--- config.mk ---
export PLATFORM = sky130hd
export DESIGN_NAME = c432_stim_drv_flat
export DESIGN_NICKNAME = d
export VERILOG_FILES = /design/src/rtl/c432_stim_pkg.sv /design/src/rtl/c432_stim_drv_if.sv /design/src/rtl/c432_misr.sv /design/src/rtl/c432_stim_drv.sv /design/src/flat_wrapper.sv
export SDC_FILE = /design/constraint.sdc
export NUM_CORES = 1
export LEC_CHECK = 0
export ABC_CLOCK_PERIOD_IN_PS = 6300
export BUFFER_PORTS_ARGS = -buffer_cell sky130_fd_sc_hd__buf_2
export CORE_MARGIN = 2
export CORE_UTILIZATION = 55
export DETAILED_ROUTE_END_ITERATION = 8
export GPL_ROUTABILITY_DRIVEN = 0
export HOLD_SLACK_MARGIN = 0.03
export PLACE_DENSITY = 0.77
export SLEW_MARGIN = 15
export SYNTH_ARGS = -nofsm -noshare
export SYNTH_HDL_FRONTEND = slang
export SYNTH_HIERARCHICAL = 1
export SYNTH_SLANG_ARGS = --single-unit
--- constraint.sdc ---
create_clock -name clk -period 6.3 [get_ports clk]
set_input_delay 0.315 -clock clk [delete_from_list [all_inputs] [get_ports clk]]
set_output_delay 0.315 -clock clk [all_outputs]
set_load 0.03 [all_outputs]
--- src/rtl/c432_stim_pkg.sv ---
// Shared constants, state encoding and helpers for the c432 stimulus driver.
package c432_stim_pkg;

    localparam int NUM_IN  = 36;
    localparam int NUM_OUT = 7;

    localparam logic [15:0] MISR_POLY = 16'h1021;

    // Feedback taps of the x^36 + x^25 + 1 vector LFSR.
    localparam int LFSR_TAP_HI = 35;
    localparam int LFSR_TAP_LO = 24;

    typedef enum logic [1:0] {
        IDLE,
        RUN,
        DRAIN,
        DONE
    } state_t;

    // One LFSR step: shift toward the top bit, feed the tap XOR into bit 0.
    function automatic logic [NUM_IN-1:0] lfsr_next(input logic [NUM_IN-1:0] v);
        return {v[NUM_IN-2:0], v[LFSR_TAP_HI] ^ v[LFSR_TAP_LO]};
    endfunction

    // Reload value of the toggle counter for bit i (half-period 36-i, minus one).
    function automatic logic [5:0] tog_reload(input int i);
        return 6'(NUM_IN - 1 - i);
    endfunction

endpackage

--- src/rtl/c432_stim_drv_if.sv ---
// Control, stimulus and response bundle between the driver and its user/harness.
interface c432_stim_drv_if;
    import c432_stim_pkg::*;

    logic                start;
    logic                mode;
    logic [NUM_IN-1:0]   seed;
    logic [NUM_IN-1:0]   vec_out;
    logic                vec_valid;
    logic [NUM_OUT-1:0]  resp_in;
    logic                busy;
    logic                done;
    logic [15:0]         signature;
    logic [15:0]         vec_count;
    logic                pass;

    // Driver side.
    modport master (
        input  start, mode, seed, resp_in,
        output vec_out, vec_valid, busy, done, signature, vec_count, pass
    );

    // Controller / harness side.
    modport slave (
        output start, mode, seed, resp_in,
        input  vec_out, vec_valid, busy, done, signature, vec_count, pass
    );

endinterface

--- src/rtl/c432_misr.sv ---
// 16-bit MISR folding a 7-bit response word per enabled cycle (poly 0x1021).
module c432_misr
    import c432_stim_pkg::*;
(
    input  logic               clk,
    input  logic               rst,
    input  logic               i_clr,
    input  logic               i_en,
    input  logic [NUM_OUT-1:0] i_data,
    output logic [15:0]        o_sig
);

    logic [15:0] r_sig;
    logic [15:0] w_sig_next;

    // Next signature: shift, conditional polynomial feedback, XOR in the response.
    always_comb begin
        // NOTE: every always_comb output gets a value on every path, so no latch is inferred.
        w_sig_next = {r_sig[14:0], 1'b0}
                   ^ (r_sig[15] ? MISR_POLY : 16'h0000)
                   ^ {{(16 - NUM_OUT){1'b0}}, i_data};
    end

    // Signature register: clear has priority over absorbing a response.
    always_ff @(posedge clk) begin
        // NOTE: sequential state uses non-blocking assignments so all flops update together.
        if (rst) begin
            r_sig <= '0;
        end else if (i_clr) begin
            r_sig <= '0;
        end else if (i_en) begin
            r_sig <= w_sig_next;
        end
    end

    assign o_sig = r_sig;

endmodule

--- src/rtl/c432_stim_drv.sv ---
// Stimulus transmitter and response compactor for the registered c432 harness.
// Issues NUM_VEC vectors (toggle-divider or LFSR), tracks the PIPE_LAT-deep
// harness pipeline and folds the responses into a 16-bit MISR signature.
// Optional golden-signature comparator: define C432_STIM_DRV_GOLDEN_EN.
module c432_stim_drv
    import c432_stim_pkg::*;
#(
    parameter int                NUM_VEC    = 2048,
    parameter int                PIPE_LAT   = 2,
    parameter logic [NUM_IN-1:0] SEED_DFLT  = 36'hF_FFFF_FFFF
`ifdef C432_STIM_DRV_GOLDEN_EN
    ,
    parameter logic [15:0]       GOLDEN_SIG = 16'h0000
`endif
) (
    input  logic             clk,
    input  logic             rst,
    c432_stim_drv_if.master  bus
);

    localparam logic [15:0] NUM_VEC_W = 16'(NUM_VEC);

    state_t              r_state;
    logic                r_mode;
    logic [NUM_IN-1:0]   r_vec;
    logic                r_vec_valid;
    logic [15:0]         r_vec_count;
    logic [PIPE_LAT-1:0] r_pipe;
    logic                r_done;
    logic [5:0]          r_tcnt [NUM_IN];

    logic                w_start;
    logic                w_step;
    logic [PIPE_LAT-1:0] w_pipe_next;
    logic [NUM_IN-1:0]   w_seed0;
    logic [NUM_IN-1:0]   w_tog_vec;
    logic [5:0]          w_tcnt_next [NUM_IN];
    logic [15:0]         w_sig;

    // Start is only honoured from IDLE; a step presents the next vector in RUN.
    assign w_start     = (r_state == IDLE) && bus.start;
    assign w_step      = (r_state == RUN) && (r_vec_count < NUM_VEC_W);
    assign w_pipe_next = PIPE_LAT'({r_pipe, r_vec_valid});
    assign w_seed0     = (bus.seed == '0) ? SEED_DFLT : bus.seed;

    // Toggle-divider next vector: a bit flips when its half-period counter expires.
    always_comb begin
        w_tog_vec = r_vec;
        for (int i = 0; i < NUM_IN; i++) begin
            if (r_tcnt[i] == 6'd0) begin
                w_tog_vec[i]   = ~r_vec[i];
                w_tcnt_next[i] = tog_reload(i);
            end else begin
                w_tcnt_next[i] = r_tcnt[i] - 6'd1;
            end
        end
    end

    // Half-period counters: loaded on start, advanced with each new vector.
    always_ff @(posedge clk) begin
        // NOTE: this counter array has no reset; start reloads every entry before it is used.
        if (w_start) begin
            for (int i = 0; i < NUM_IN; i++) begin
                r_tcnt[i] <= tog_reload(i);
            end
        end else if (w_step) begin
            for (int i = 0; i < NUM_IN; i++) begin
                r_tcnt[i] <= w_tcnt_next[i];
            end
        end
    end

    // Run controller: IDLE -> RUN -> DRAIN -> DONE, all outputs registered.
    always_ff @(posedge clk) begin
        if (rst) begin
            r_state     <= IDLE;
            r_mode      <= 1'b0;
            r_vec       <= '0;
            r_vec_valid <= 1'b0;
            r_vec_count <= '0;
            r_pipe      <= '0;
            r_done      <= 1'b0;
        end else begin
            r_pipe <= w_pipe_next;
            r_done <= 1'b0;
            case (r_state)
                IDLE: begin
                    if (w_start) begin
                        r_state     <= RUN;
                        r_mode      <= bus.mode;
                        r_vec       <= bus.mode ? w_seed0 : '0;
                        r_vec_valid <= 1'b1;
                        r_vec_count <= 16'd1;
                    end
                end
                RUN: begin
                    if (w_step) begin
                        r_vec       <= r_mode ? lfsr_next(r_vec) : w_tog_vec;
                        r_vec_count <= r_vec_count + 16'd1;
                    end else begin
                        r_state     <= DRAIN;
                        r_vec_valid <= 1'b0;
                    end
                end
                DRAIN: begin
                    // The last response is absorbed on the same edge the pipe empties.
                    if (w_pipe_next == '0) begin
                        r_state <= DONE;
                        r_done  <= 1'b1;
                    end
                end
                DONE: begin
                    r_state     <= IDLE;
                    r_vec       <= '0;
                    r_vec_count <= '0;
                end
                default: begin
                    r_state <= IDLE;
                end
            endcase
        end
    end

    c432_misr u_misr (
        .clk    (clk),
        .rst    (rst),
        .i_clr  (w_start),
        .i_en   (r_pipe[PIPE_LAT-1]),
        .i_data (bus.resp_in),
        .o_sig  (w_sig)
    );

`ifdef C432_STIM_DRV_GOLDEN_EN
    logic r_pass;

    // Golden comparison on the DONE edge; held until the next start or reset.
    always_ff @(posedge clk) begin
        if (rst) begin
            r_pass <= 1'b0;
        end else if (w_start) begin
            r_pass <= 1'b0;
        end else if (r_state == DONE) begin
            r_pass <= (w_sig == GOLDEN_SIG);
        end
    end

    assign bus.pass = r_pass;
`else
    assign bus.pass = 1'b0;
`endif

    assign bus.vec_out   = r_vec;
    assign bus.vec_valid = r_vec_valid;
    assign bus.busy      = (r_state == RUN) || (r_state == DRAIN);
    assign bus.done      = r_done;
    assign bus.signature = w_sig;
    assign bus.vec_count = r_vec_count;

endmodule

--- src/flat_wrapper.sv ---
// flat-port wrapper written by rule: the top's interface ports become plain ports
module c432_stim_drv_flat import c432_stim_pkg::*;
#(
    parameter int                NUM_VEC    = 2048,
    parameter int                PIPE_LAT   = 2,
    parameter logic [NUM_IN-1:0] SEED_DFLT  = 36'hF_FFFF_FFFF

)
  (clk, rst, bus_start, bus_mode, bus_seed, bus_resp_in, bus_vec_out, bus_vec_valid, bus_busy, bus_done, bus_signature, bus_vec_count, bus_pass);
  c432_stim_drv_if bus_i ();
  input  logic clk;
  input  logic rst;
  input wire logic [$bits(bus_i.start)-1:0] bus_start;
  input wire logic [$bits(bus_i.mode)-1:0] bus_mode;
  input wire logic [$bits(bus_i.seed)-1:0] bus_seed;
  input wire logic [$bits(bus_i.resp_in)-1:0] bus_resp_in;
  output wire logic [$bits(bus_i.vec_out)-1:0] bus_vec_out;
  output wire logic [$bits(bus_i.vec_valid)-1:0] bus_vec_valid;
  output wire logic [$bits(bus_i.busy)-1:0] bus_busy;
  output wire logic [$bits(bus_i.done)-1:0] bus_done;
  output wire logic [$bits(bus_i.signature)-1:0] bus_signature;
  output wire logic [$bits(bus_i.vec_count)-1:0] bus_vec_count;
  output wire logic [$bits(bus_i.pass)-1:0] bus_pass;
  assign bus_i.start = bus_start;
  assign bus_i.mode = bus_mode;
  assign bus_i.seed = bus_seed;
  assign bus_i.resp_in = bus_resp_in;
  assign bus_vec_out = bus_i.vec_out;
  assign bus_vec_valid = bus_i.vec_valid;
  assign bus_busy = bus_i.busy;
  assign bus_done = bus_i.done;
  assign bus_signature = bus_i.signature;
  assign bus_vec_count = bus_i.vec_count;
  assign bus_pass = bus_i.pass;
  c432_stim_drv #(.NUM_VEC(NUM_VEC), .PIPE_LAT(PIPE_LAT), .SEED_DFLT(SEED_DFLT)) u_core (.clk(clk), .rst(rst), .bus(bus_i));
endmodule
[Word-level counts from Yosys, hierarchy flattened]
Memory sizes are Yosys's and may differ from the RTL's.
Index checks and enable logic that the tools add are counted.
Storage, ports and cells
  flip-flop bits (word level): 75
  RAM bits: 216
  output and inout bits: 72
  logic and storage cells: 418
  memories: 1
Memory list
  u_core.r_tcnt: words 36, bits a word 6, rd ports 36, clocked after memory_dff 0, wr ports 36, RTL line c432_stim_drv.sv:30  | logic [5:0] r_tcnt [NUM_IN];
Operators by class
  add/subtract/negate cells: 37
  $lt $le $gt $ge: 1
  equality and inequality tests: 43
  mux-type cells: 131
  bitwise gates (word level): 76
  reductions and logical operators: 86
Operators with widths (number)
  $mux 6: 72
  $logic_not 6->1: 36
  $sub 6x1->6 const B: 36
  $mux 36: 5
  $reduce_and 4->1: 36
  $ne 3x2->1 const B: 36
  $pmux 36 s3: 1
  $pmux 16 s3: 1
  $mux 1: 44
  $not 1->1: 37
  $logic_not 36->1: 1
  $or 1x1->1: 36
  $mux 16: 2
  $add 16x1->16 const B: 1
  $lt 16x12->1 const B: 1
  $xor 16x16->16: 1
  $xor 16x7->16: 1
  $mux 13: 1
  $reduce_and 3->1: 3
  $pmux 2 s4: 1
  $mux 2: 3
  $eq 2x2->1 const B: 2
  $logic_not 2->1: 2
  $ne 2x1->1 const B: 2
  10 further kinds: 13

[Depth between registers and ports, before layout]
  word-level depth: 6
  depth in mapped cells: 9
  mapped depth without buffers: 7

[Cells and area by module]
The synthesis kept the hierarchy.
Modules (own cells, without submodules)
  c432_stim_drv: instances 1, cells an instance 1462, area each 15019.4 um^2
  c432_misr: instances 1, cells an instance 69, area each 705.7 um^2

[Worst setup path before layout]
Ideal clock, no wire load.
  kind: reg-to-reg
  start point: register u_core.r_state[1]
  end point: memory u_core.r_tcnt[0][0] (enable)
  data arrival time: 4.419 ns
  slack: 0.180 ns
  cell stages (with the launch flop): 6
  path buffers: 1
  clock period less this slack: 6.120 ns
  cell sequence: dfxtp_1 -> inv_1 -> ha_1 -> buf_2 -> nand3_1 -> nand2_1
RTL lines
  start: declaration: RTL line c432_stim_drv.sv:23  | state_t r_state;
  start signal: assignment: RTL line c432_stim_drv.sv:76  | r_state <= IDLE;
  start signal: assignment: RTL line c432_stim_drv.sv:89  | r_state <= RUN;
  start signal: assignment: RTL line c432_stim_drv.sv:101  | r_state <= DRAIN;
  end: declaration: RTL line c432_stim_drv.sv:30

[Worst setup path after layout]
  start point: register u_core.r_state[1]
  end point: register u_core.r_vec[35] (netlist: u_core/bus.vec_out[35])
Between the ends
  word-level cells in the longest chain between the ends: 4
  elaborated cells between the ends (all ways): 11
RTL lines
  $eq 2x1->1 or $logic_not 2->1 (tied branches): RTL line c432_stim_drv.sv:42, c432_stim_drv.sv:86, c432_stim_drv.sv:41
  $logic_and 1x1->1, on equally long branches: RTL line c432_stim_drv.sv:42, c432_stim_drv.sv:41
  $ne 2x1->1 (no source line) or $ne 2x2->1 (tied branches)
  $reduce_and 4->1 (no source line)
  end signal: assignment: RTL line c432_stim_drv.sv:91  | r_vec <= bus.mode ? w_seed0 : '0;
  end signal: assignment: RTL line c432_stim_drv.sv:98  | r_vec <= r_mode ? lfsr_next(r_vec) : w_tog_vec;
  end: declaration: RTL line c432_stim_drv.sv:25  | logic [NUM_IN-1:0] r_vec;
Several ways; a longest one is shown, not always the timed one.
A chain may end at the register's enable or synchronous reset.

==> summary.md <==
| Metric | Value |
|---|---|
| CTS tree | built |
| RSZ-0062 raised after global routing | false |
| DP Worst Slack | 3.25 ns |
| Startpoint types | flip-flop |
| Nets | 1754 |
| CP endpoint kind | flip-flop |
| Hold-fix buffers, CTS | 0 |
| Skew final | 0.0200 ns |
| First-pass GRT wire length | 58100 um |
| Ys async rst share | 0% |
| Longest Clk Path Bufs | 3 |
| Top cells by area, synth | edfxtp_1, dfxtp_1, ha_1 |
| Vias in the first global route | 11.5k |
| Minimum clock period | 3.12 ns |
| Final Hold Fails | 0 |
| Synth Flop Type | edfxtp_1 |
| Hold depth | 3 |
| Inst Count DP | 1974 |
| Mean post-synth cell area | 10.3 um^2 |
| Overall Power | 8.87 mW |
| Post-CTS setup repair buffer count | 0 |
| Area leader, netlist | edfxtp_1 |
| Final ANT Viol Nets | 0 |
| Routed vias | 11.8k |
| Crit path max fanout | 46 |
| Worst Reg-to-Reg Cells | 9 |
| Worst min path class | primary input to flip-flop |
| Ratio of cells with drive above 1 in the final layout | 11.9% |
| Initial Utilization | 56.3% |
| Finished Cell Area | 17800 um^2 |
| Highest Clock Rate | 321 MHz |
| Max Cap Viol | 0 |
| Hold path start | bus_mode |
| Arr. time, crit path | 3.52 ns |
| Final period util | 49.5% |
| Number of synthesized flops with an enable pin | 216 |
| Die area | 30000 um^2 |
| Required @ worst endpoint | 6.70 ns |
| Post-CTS sizing | 0 |
| Synth warn | 6 |
| Setup violators final | 0 |
| Core Area | 27900 um^2 |
| Mapped Nets | 1653 |
| DR pass1 iterations | 7 |
| Seq/Total Area, Yosys | 50.8% |
| Initial antenna violation count | 1 |
| Post-Syn Instances | 1531 |
| Power Dens Cells | 500 nW/um^2 |
| Worst VDD drop | 453 uV |
| Reg clk slew, reported paths | 0.06 ns |
| Global-route congestion overflow total | 0 |
| WL per Instance | 17.8 um |
| Status | completed |
| Reg-to-reg slack, setup | 3.18 ns |
| Vias/cell | 5.81 |
| Core Rows | 61 |
| Placed cell area | 16600 um^2 |
| Number of clock buffers inserted by TritonCTS | 34 |
| Die height | 173 um |
| Max Slew Vio Count | 0 |
| Final wirelength | 36300 um |
| Max-slew headroom | 28.3% |
| Final worst-path setup slack | 3.18 ns |
| HPWL Detailed | 23700 um |
| DRC viols | 0 |
| Seq cells post-synth | 291 |
| DRT iter0 DRCs | 1096 |
| Worst-Skew Late Latency | 0.52 ns |
| Reg2reg end | u_core/bus.vec_out[35] |
| Share of the synthesized area in the top cell type | 41.2% |
| Syn Std Cell Area | 15700 um^2 |
| Die W | 173 um |
| Tightest Pin Transition | 1.08 ns |
| Worst r2r src | u_core/r_state[1] |
| # IOs | 119 |
| H-tree depth | 2 |
| Synth unique cells | 58 |
| Largest net degree at the start of global routing | 110 |
| Clock sink total | 291 |
| Root Driver | clkbuf_16 |
| Worst Hold End | u_core/r_mode |
| WS Path Type | flip-flop to flip-flop |
| P&R area growth vs syn | 13.0% |
| I/O Buffers | 117 |
| Setup TNS | 0 ns |
| GRT Total Usage | 23.6% |
| Pleak | 6.47 nW |
| Fin cells | 2037 |
-- worst max-delay path by stage --
stage	endpoint	from	depth (start not counted)
after floorplan	u_core/r_tcnt[0][0]	u_core/r_state[1]	5
after global placement	u_core/r_tcnt[4][22]	u_core/r_state[1]	8
after detailed placement	u_core/bus.vec_out[35]	u_core/r_state[1]	9
after CTS	u_core/bus.vec_out[35]	u_core/r_state[1]	9
after global routing	u_core/bus.vec_out[28]	u_core/r_state[1]	9
final	u_core/bus.vec_out[35]	u_core/r_state[1]	9
-- critical path, stage by stage, from the launching register on --
cell	delay (ns)
dfxtp_1	0.37
inv_1	0.10
ha_2	0.18
buf_4	0.30
nor3b_4	0.25
buf_4	0.43
nand4_1	0.12
or3_1	0.60
buf_4	0.34
a311oi_1	0.29
-- cell type report --
type / instances / area, um^2
antenna: 1 / 2.50
clock buffer: 44 / 962
clock inverter: 18 / 211
fill: 2232 / 10200
inverter: 80 / 300
multi-input combinational: 1098 / 7150
sequential: 291 / 7990
tap: 378 / 473
timing repair buffer: 127 / 673
-- flip-flops by register name, indices dropped and copies added (netlist names) --
register,cells
u_core/u_misr/o_sig,16
u_core/bus.vec_valid,1
u_core/r_mode,1
u_core/bus.done,1
u_core/bus.vec_out,36
u_core/r_tcnt,216
u_core/r_pipe,2
u_core/bus.vec_count,16
u_core/r_state,2
-- cell usage after synthesis (all sizes together) (2+ instances only) --
cell    count
nor2      222
edfxtp    216
nand2     191
xnor2      91
inv        80
dfxtp      75
ha         75
xor2       58
nand2b     46
a211oi     45
nor3       43
a311oi     36
a32oi      35
clkbuf     35
nor4       32
a21oi      31
buf        27
or4b       26
o21ai      25
a21o       24
nand4b     23
o21bai     14
and2       12
mux2i      11
nor3b      11
nand3       7
nand4       7
or3         7
or2         5
nor2b       3
or4         3
a31oi       2
o31ai       2
-- logic make-up after synthesis --
group | synth area share (%)
simple gates | 19.8
flops | 50.8
compound gates | 10.3
xor+xnor | 8.45
buf+inv | 3.90
fa+ha+maj | 5.97
mux | 0.700
other cells | 0.0238
-- cells in the final DEF (no fill, tap or decap), types with 37 or more instances in the layout --
cell type | Yosys | final
a211oi_1 | 44 | 44
nand2_1 | 191 | 190
ha_1 | 75 | 74
buf_2 | 12 | 117
edfxtp_1 | 216 | 216
dfxtp_1 | 75 | 74
inv_1 | 79 | 79
xor2_1 | 58 | 58
nor2_1 | 222 | 222
xnor2_1 | 91 | 91
nand2b_1 | 46 | 46
clkbuf_16 | 0 | 37
nor3_1 | 42 | 42
-- report_power, final --
| part | internal [mW] | switching [mW] |
|---|---|---|
| Clock | 1.28 | 0.777 |
| Combinational | 1.06 | 2.04 |
| Sequential | 3.05 | 0.665 |
-- routing by layer --
| metal | up-vias | track usage (%) | routed length [um] |
|---|---|---|---|
| met5 | - | 0 | 0 |
| met2 | 390 | 39.0 | 17100 |
| met1 | 5691 | 31.6 | 16100 |
| li1 | 5675 | - | - |
| met4 | 0 | 8.47 | 1040 |
| met3 | 70 | 3.87 | 2080 |
-- stage by stage --
step	hold WS (ns)	util [%]
after CTS	0.0492	63.6
after global routing	0.0687	63.6
after detailed placement	0.476	59.4
after floorplan	0.410	-
after global placement	0.483	59.4
final	0.0597	63.6
Power figures use the tool's default switching activity.
